--- config.mk ---
export PLATFORM = sky130hd
export DESIGN_NAME = mem_stage
export DESIGN_NICKNAME = d
export VERILOG_FILES = /design/src/rtl/mem_pkg.sv /design/src/rtl/mem_stage_load_align.sv /design/src/rtl/mem_stage.sv
export SDC_FILE = /design/constraint.sdc
export NUM_CORES = 1
export LEC_CHECK = 0
export CAP_MARGIN = 20
export CORE_AREA = 2 2 118 120
export CTS_CLUSTER_DIAMETER = 80
export DETAILED_ROUTE_END_ITERATION = 16
export DIE_AREA = 0 0 120 122
export PLACE_DENSITY = 0.88
export SYNTH_ARGS = -nofsm -noshare
export SYNTH_HDL_FRONTEND = slang
export SYNTH_SLANG_ARGS = --single-unit
--- constraint.sdc ---
create_clock -name clk -period 10.55 [get_ports clk]
set_input_delay 2.11 -clock clk [delete_from_list [all_inputs] [get_ports clk]]
set_output_delay 2.11 -clock clk [all_outputs]
set_load 0.05 [all_outputs]
--- src/rtl/mem_pkg.sv ---
// Shared encodings and op decode for the memory-access stage.
package mem_pkg;

  typedef enum logic [3:0] {
    MEM_NONE = 4'd0,
    MEM_LB   = 4'd1,
    MEM_LBU  = 4'd2,
    MEM_LH   = 4'd3,
    MEM_LHU  = 4'd4,
    MEM_LW   = 4'd5,
    MEM_SB   = 4'd6,
    MEM_SH   = 4'd7,
    MEM_SW   = 4'd8
  } mem_op_e;

  typedef enum logic {
    ST_IDLE   = 1'b0,
    ST_ACCESS = 1'b1
  } state_e;

  typedef enum logic [1:0] {
    SZ_B = 2'd0,
    SZ_H = 2'd1,
    SZ_W = 2'd2
  } size_e;

  // Unlisted encodings fall out as neither load nor store, i.e. NONE.
  function automatic logic is_load(input logic [3:0] op);
    return (op == MEM_LB) || (op == MEM_LBU) || (op == MEM_LH) ||
           (op == MEM_LHU) || (op == MEM_LW);
  endfunction

  function automatic logic is_store(input logic [3:0] op);
    return (op == MEM_SB) || (op == MEM_SH) || (op == MEM_SW);
  endfunction

  function automatic size_e op_size(input logic [3:0] op);
    case (op)
      MEM_LB, MEM_LBU, MEM_SB: return SZ_B;
      MEM_LH, MEM_LHU, MEM_SH: return SZ_H;
      default:                 return SZ_W;
    endcase
  endfunction

  // Halfwords need addr[0]=0, words need addr[1:0]=0.
  function automatic logic misaligned(input size_e sz, input logic [1:0] a);
    case (sz)
      SZ_H:    return a[0];
      SZ_W:    return a != 2'b00;
      default: return 1'b0;
    endcase
  endfunction

endpackage

--- src/rtl/mem_stage_load_align.sv ---
// Picks the addressed byte/half out of the load word and extends it.
module load_align
  import mem_pkg::*;
(
  input  logic [3:0]  op_i,
  input  logic [1:0]  addr_i,
  input  logic [31:0] rdata_i,
  output logic [31:0] data_o
);

  logic [7:0]  byte_sel;
  logic [15:0] half_sel;
  logic        sext;

  // Lane select is little-endian: lane 0 is rdata[7:0].
  always_comb begin
    byte_sel = rdata_i[{addr_i, 3'b000} +: 8];
    half_sel = addr_i[1] ? rdata_i[31:16] : rdata_i[15:0];
    sext     = (op_i == MEM_LB) || (op_i == MEM_LH);
    case (op_size(op_i))
      SZ_B:    data_o = {{24{sext & byte_sel[7]}}, byte_sel};
      SZ_H:    data_o = {{16{sext & half_sel[15]}}, half_sel};
      default: data_o = rdata_i;
    endcase
  end

endmodule

--- src/rtl/mem_stage.sv ---
// Memory-access stage: issues loads/stores over req/ack, stalls EX while
// an access is in flight, and registers the write-back triple.
module mem_stage
  import mem_pkg::*;
#(
  parameter int ACK_TIMEOUT = 16
) (
  input  logic        clk,
  input  logic        reset_n,
  input  logic        ex_valid,
  input  logic        ex_we,
  input  logic [4:0]  ex_waddr,
  input  logic [31:0] ex_alu_result,
  input  logic [3:0]  ex_mem_op,
  input  logic [31:0] ex_store_data,
  input  logic        flush,
  output logic        stall_req,
  output logic        dmem_req,
  output logic        dmem_wr,
  output logic [31:0] dmem_addr,
  output logic [3:0]  dmem_be,
  output logic [31:0] dmem_wdata,
  input  logic        dmem_ack,
  input  logic [31:0] dmem_rdata,
  output logic        wb_we,
  output logic [4:0]  wb_waddr,
  output logic [31:0] wb_wdata,
  output logic        misalign_exc,
  output logic        buserr_exc
);

  localparam logic [7:0] CNT_LAST = 8'(ACK_TIMEOUT - 1);

  state_e      state_q, state_d;
  logic [7:0]  cnt_q, cnt_d;
  logic [3:0]  op_q, op_d;
  logic [4:0]  waddr_q, waddr_d;
  logic        we_q, we_d;
  logic [1:0]  lane_q, lane_d;
  logic        req_q, req_d;
  logic        wr_q, wr_d;
  logic [31:0] addr_q, addr_d;
  logic [3:0]  be_q, be_d;
  logic [31:0] wdata_q, wdata_d;
  logic        wb_we_q, wb_we_d;
  logic [4:0]  wb_waddr_q, wb_waddr_d;
  logic [31:0] wb_wdata_q, wb_wdata_d;
  logic        mis_q, mis_d;
  logic        berr_q, berr_d;

  logic        ex_ld, ex_st;
  size_e       ex_sz;
  logic [3:0]  st_be;
  logic [31:0] st_wdata;
  logic [31:0] ld_data;

  load_align u_align (
    .op_i    (op_q),
    .addr_i  (lane_q),
    .rdata_i (dmem_rdata),
    .data_o  (ld_data)
  );

  // Store lane encoding: narrow data is replicated so any lane sees it.
  always_comb begin
    ex_ld = is_load(ex_mem_op);
    ex_st = is_store(ex_mem_op);
    ex_sz = op_size(ex_mem_op);
    case (ex_sz)
      SZ_B: begin
        st_be    = 4'b0001 << ex_alu_result[1:0];
        st_wdata = {4{ex_store_data[7:0]}};
      end
      SZ_H: begin
        st_be    = ex_alu_result[1] ? 4'b1100 : 4'b0011;
        st_wdata = {2{ex_store_data[15:0]}};
      end
      default: begin
        st_be    = 4'b1111;
        st_wdata = ex_store_data;
      end
    endcase
  end

  // Next-state: accept in IDLE, wait for ack or timeout in ACCESS.
  always_comb begin
    state_d    = state_q;
    cnt_d      = cnt_q;
    op_d       = op_q;
    waddr_d    = waddr_q;
    we_d       = we_q;
    lane_d     = lane_q;
    req_d      = req_q;
    wr_d       = wr_q;
    addr_d     = addr_q;
    be_d       = be_q;
    wdata_d    = wdata_q;
    wb_we_d    = 1'b0;
    wb_waddr_d = wb_waddr_q;
    wb_wdata_d = wb_wdata_q;
    mis_d      = 1'b0;
    berr_d     = 1'b0;
    case (state_q)
      ST_IDLE: begin
        if (ex_valid && !flush) begin
          if (!ex_ld && !ex_st) begin
            wb_we_d    = ex_we && (ex_waddr != 5'd0);
            wb_waddr_d = ex_waddr;
            wb_wdata_d = ex_alu_result;
          end else if (misaligned(ex_sz, ex_alu_result[1:0])) begin
            mis_d = 1'b1;
          end else begin
            state_d = ST_ACCESS;
            cnt_d   = 8'd0;
            op_d    = ex_mem_op;
            waddr_d = ex_waddr;
            we_d    = ex_we;
            lane_d  = ex_alu_result[1:0];
            req_d   = 1'b1;
            wr_d    = ex_st;
            addr_d  = ex_alu_result;
            be_d    = ex_st ? st_be : 4'b1111;
            wdata_d = ex_st ? st_wdata : 32'd0;
          end
        end
      end
      ST_ACCESS: begin
        // Ack beats timeout when both land in the last counted cycle.
        if (dmem_ack) begin
          req_d   = 1'b0;
          state_d = ST_IDLE;
          if (is_load(op_q)) begin
            wb_we_d    = we_q && (waddr_q != 5'd0);
            wb_waddr_d = waddr_q;
            wb_wdata_d = ld_data;
          end
        end else if (cnt_q == CNT_LAST) begin
          req_d   = 1'b0;
          berr_d  = 1'b1;
          state_d = ST_IDLE;
        end else begin
          cnt_d = cnt_q + 8'd1;
        end
      end
      default: state_d = ST_IDLE;
    endcase
  end

  // State and output registers; reset_n high holds the block in reset.
  always_ff @(posedge clk or posedge reset_n) begin
    if (reset_n) begin
      state_q    <= ST_IDLE;
      cnt_q      <= 8'd0;
      op_q       <= 4'd0;
      waddr_q    <= 5'd0;
      we_q       <= 1'b0;
      lane_q     <= 2'd0;
      req_q      <= 1'b0;
      wr_q       <= 1'b0;
      addr_q     <= 32'd0;
      be_q       <= 4'd0;
      wdata_q    <= 32'd0;
      wb_we_q    <= 1'b0;
      wb_waddr_q <= 5'd0;
      wb_wdata_q <= 32'd0;
      mis_q      <= 1'b0;
      berr_q     <= 1'b0;
    end else begin
      state_q    <= state_d;
      cnt_q      <= cnt_d;
      op_q       <= op_d;
      waddr_q    <= waddr_d;
      we_q       <= we_d;
      lane_q     <= lane_d;
      req_q      <= req_d;
      wr_q       <= wr_d;
      addr_q     <= addr_d;
      be_q       <= be_d;
      wdata_q    <= wdata_d;
      wb_we_q    <= wb_we_d;
      wb_waddr_q <= wb_waddr_d;
      wb_wdata_q <= wb_wdata_d;
      mis_q      <= mis_d;
      berr_q     <= berr_d;
    end
  end

  assign stall_req    = (state_q == ST_ACCESS);
  assign dmem_req     = req_q;
  assign dmem_wr      = wr_q;
  assign dmem_addr    = addr_q;
  assign dmem_be      = be_q;
  assign dmem_wdata   = wdata_q;
  assign wb_we        = wb_we_q;
  assign wb_waddr     = wb_waddr_q;
  assign wb_wdata     = wb_wdata_q;
  assign misalign_exc = mis_q;
  assign buserr_exc   = berr_q;

endmodule

==> results.md <==
- The maximum number of pins on one net before global-route repair is 90.
- The hold path startpoint is dmem_addr[5].
- In the global route stage, overall resource usage came out at 0.272.
- The clock net in this run drives a total of 129 sinks.
- The worst supply voltage drop on vdd is 0.117 mV.
- Counting tap cells, the placed design contains a total of 1075 instances.
- Data on the critical path is required at its endpoint by 10.87 ns.
- The clock edge transition at the registers on the reported setup and hold paths is 0.06 ns.
- The detailed placement HPWL is 13.9 mm.
- Clock tree synthesis inserted a total of 17 buffers.
- The share of the clock period used by the worst path is 0.425.
- The total nets after synthesis is 831.
- Dividing total power by cell area gives a power density of 237 nW/um^2.
- The sequential cell area fraction in the yosys report is 0.494.
- The hold-critical path depth is 2.
- The synthesized design contains 0 enable-type register cells.
- The congestion estimate from routability-driven global placement came to 0.896.
- Max-cap violations in this run came to 0.
- Measured in cells, the most critical reg-to-reg path has a length of 6.
- In this run the post-CTS setup repair buffer count came out at 0.
- After detailed routing, the number of vias per cell comes to 5.57.
- The startpoint identified for the worst register-to-register timing path is stall_req.
- Hold is met by 0.473 ns.
- The count of buffers from port buffering is 221.
- The cell count after synthesis came out at 719.
- The first global-routing pass estimated 31.0 mm of wire.
- The latest clock arrival within the worst-skew pair is 0.43 ns.
- The antenna cell count is 0.
- TritonCTS built the clock tree.
- The worst min-delay path class is reg2reg.
- The detailed router finished its first iteration with 527 violations.
- During I/O placement, the number of pins put on the boundary was 222.
- Setup repair after global routing left no endpoint under its margin.
- The floorplan step defined a die boundary enclosing 14600 sq um.
- The most used flip-flop cell after synthesis is sky130_fd_sc_hd__dfrtp_1.
- The aggregate routed wire length is 19.7 mm.
- In the final layout, the share of cells above drive strength 1 is 0.0710.
- The number of detailed-route iterations in the first pass is 4.
- The number of different library cells used by synthesis comes to 66.
- After detailed routing, the number of remaining DRC violations is 0.
- Timing would allow up to 223 MHz.
- The share of synthesized registers carrying an async set or reset is 1.00.
- The via count of the first global-routing pass is 5910.
- The setup path with the least slack is of type in2reg.
- The initialized floorplan defines 43 standard-cell rows.
- The average cell area after synthesis is 9.09 sq um.
- The path with the worst hold slack has its endpoint at dmem_addr[5].
- The routed layout has 6182 vias.
- In the post-synthesis netlist, the biggest area contributors are sky130_fd_sc_hd__dfrtp_1 (49%), sky130_fd_sc_hd__nand2_1 (11%), sky130_fd_sc_hd__o21ai_0 (5.7%).
- The chip width is 120 microns.
- The maximum clock insertion buffer count is 2.
- The shortest clock period the worst path allows after layout is 4.49 ns.
- The clock tree root driver cell is sky130_fd_sc_hd__clkbuf_16.
- The maximum fanout encountered on the critical timing path is 29.
- Adding up every negative setup slack in the final design gives 0 ns.
- The analysis attributes to cell leakage a power of 4.08 nW.
- Of the post-synthesis cell area, the dominant cell type holds 0.494.
- The library cell occupying the most area in the post-synthesis netlist is sky130_fd_sc_hd__dfrtp_1.
- The final-report hold violation count is 0.
- The number of storage elements in the synthesis netlist is 129.
- STA classifies the critical path startpoint as an input port.
- The initial antenna violation count was 0.
- The number of hold-repair buffers added at the cts stage is 0.
- In this run the cell area of the synthesized design comes to 6540 sq um.
- The setup violation total in the final timing report is 0.
- The number of max-slew violations in the final report is 0.
- The die is 122 microns tall.
- For this configuration, the core starts out at a cell density of 0.484.
- At the pin with the least slew margin, the transition time is 0.770 ns.
- The worst slew slack as a fraction of its limit is 0.485.
- The quantity of gates resized following cts is 0.
- Relative to the synthesized area, the layout overhead comes to 43.5%.
- The count of synthesis-stage warnings from yosys is 0.
- The CTS H-tree depth is 4.
- STA puts the critical path data arrival time at 4.81 ns.
- In the final design database the tool counted 1028 nets.
- The run finished with clean final reports.
- The residual overflow from global routing is 0.
- In the final routed layout, each cell accounts on average for 17.7 microns.
- The capture point of the worst reg-to-reg path is wb_wdata[27].
- The worst setup path is captured at a flop.
- The number of antenna-violating nets in the routed design is 0.
- The worst setup slack for register-to-register paths is 7.91 ns.
- The non-filler instance count after layout is 1109.
- The placeable core region is 13500 sq um.
- The clock skew is 0.00813 ns.
==> area by class of cell <==
type / instances / area (sq um)
fill: 1022 / 4120
sequential: 129 / 3230
multi-input combinational: 529 / 2960
timing repair buffer: 230 / 2310
clock buffer: 20 / 467
tap: 180 / 225
clock inverter: 12 / 156
inverter: 9 / 36.3
==> kinds of logic after synthesis <==
kind of cell / count (synthesis) / share of synthesized area
buf+inv: 61 / 0.0540
fa+ha+maj: 1 / 0.00191
flops: 129 / 0.494
compound gates: 206 / 0.203
simple gates: 291 / 0.197
xor+xnor: 5 / 0.00670
mux: 26 / 0.0436
==> worst max-delay path, stage by stage <==
cell and delay [ns]:
sky130_fd_sc_hd__clkdlybuf4s50_1 0.81, sky130_fd_sc_hd__nand2b_1 0.34, sky130_fd_sc_hd__a211oi_1 0.45, sky130_fd_sc_hd__o31a_2 0.66
sky130_fd_sc_hd__buf_16 0.25, sky130_fd_sc_hd__nand2_1 0.07, sky130_fd_sc_hd__o21ai_0 0.12
==> placed cells by master (no fill, tap or decap), types with 3 or more instances in the layout <==
cell type,Yosys,layout
sky130_fd_sc_hd__dfrtp_1,129,128
sky130_fd_sc_hd__clkdlybuf4s50_1,0,221
sky130_fd_sc_hd__nand2b_1,5,5
sky130_fd_sc_hd__and3_1,5,5
sky130_fd_sc_hd__clkbuf_16,0,17
sky130_fd_sc_hd__o221ai_1,3,3
sky130_fd_sc_hd__clkbuf_8,0,3
sky130_fd_sc_hd__a21oi_1,39,39
sky130_fd_sc_hd__buf_4,12,7
sky130_fd_sc_hd__nand2_1,198,198
sky130_fd_sc_hd__o21ai_1,19,19
sky130_fd_sc_hd__nor2b_1,4,4
sky130_fd_sc_hd__nor2_1,37,37
sky130_fd_sc_hd__o21ai_0,75,75
sky130_fd_sc_hd__a21o_1,5,5
sky130_fd_sc_hd__clkinvlp_4,0,4
sky130_fd_sc_hd__nor3_1,8,8
sky130_fd_sc_hd__and2_1,3,3
sky130_fd_sc_hd__nand3_1,4,4
sky130_fd_sc_hd__a22o_1,17,17
sky130_fd_sc_hd__nor3b_1,7,7
sky130_fd_sc_hd__a211o_1,8,8
sky130_fd_sc_hd__bufinv_16,0,3
sky130_fd_sc_hd__mux2i_1,24,24
sky130_fd_sc_hd__a22oi_1,9,9
sky130_fd_sc_hd__inv_1,9,8
sky130_fd_sc_hd__a211oi_1,5,5
sky130_fd_sc_hd__a21oi_2,3,3
sky130_fd_sc_hd__xnor2_1,4,4
sky130_fd_sc_hd__o22ai_1,4,4
==> routing by layer <==
layer / part of all wire / global-route usage / vias to the layer above
met4: 0.024 / 0.103 / 0
met1: 0.40 / 0.336 / 2959
li1: - / - / 2889
met5: 0 / 0 / -
met3: 0.091 / 0.0787 / 34
met2: 0.49 / 0.455 / 300
==> report_power, final <==
group | switching (W) | internal, W | leakage [nW] | total, W
Sequential | 0.0000851 | 0.000611 | 1.65 | 0.000696
Clock | 0.000223 | 0.000390 | 0.295 | 0.000614
Combinational | 0.000600 | 0.000315 | 2.14 | 0.000915
Total | 0.000908 | 0.00132 | 4.08 | 0.00222
==> synthesized netlist by cell type, types with 9 or more instances <==
cell / number
sky130_fd_sc_hd__o21ai_1: 19
sky130_fd_sc_hd__nor2_1: 37
sky130_fd_sc_hd__clkbuf_1: 12
sky130_fd_sc_hd__a22oi_1: 9
sky130_fd_sc_hd__dfrtp_1: 129
sky130_fd_sc_hd__o21ai_0: 75
sky130_fd_sc_hd__a22o_1: 17
sky130_fd_sc_hd__a21oi_1: 39
sky130_fd_sc_hd__mux2i_1: 24
sky130_fd_sc_hd__inv_1: 9
sky130_fd_sc_hd__buf_2: 20
sky130_fd_sc_hd__buf_4: 12
sky130_fd_sc_hd__nand2_1: 198
==> through the flow <==
step | setup slack [ns] | total power, W | instance area, sq um | util
global placement | 5.63 | 0.00160 | 8710 | 0.645
floorplan | 5.00 | 0.00129 | 6540 | -
detailed placement | 5.49 | 0.00162 | 8710 | 0.645
finish | 6.06 | 0.00222 | 9390 | 0.695
global route | 5.91 | 0.00232 | 9390 | 0.695
CTS | 5.86 | 0.00223 | 9340 | 0.691
==> worst max path at each step <==
stage	startpoint	endpoint	slack (ns)	depth (start not counted)
final	ex_mem_op[3]	op_q[0]	6.06	7
after global routing	ex_mem_op[3]	op_q[0]	5.91	7
after CTS	ex_mem_op[3]	op_q[0]	5.86	5
after detailed placement	ex_mem_op[3]	op_q[0]	5.49	5
after global placement	ex_mem_op[3]	op_q[0]	5.63	5
after floorplan	reset_n	buserr_exc	5.00	1
==> flip-flops by register name, summed over array words and instances, names as in the netlist <==
signal / flops
dmem_req: 1
waddr_q: 5
dmem_wr: 1
dmem_addr: 31
op_q: 4
dmem_be: 4
wb_wdata: 32
we_q: 1
stall_req: 1
misalign_exc: 1
cnt_q: 8
buserr_exc: 1
dmem_wdata: 32
lane_q: 1
wb_waddr: 5
wb_we: 1
Note: power is estimated with default switching activity, not from simulation.
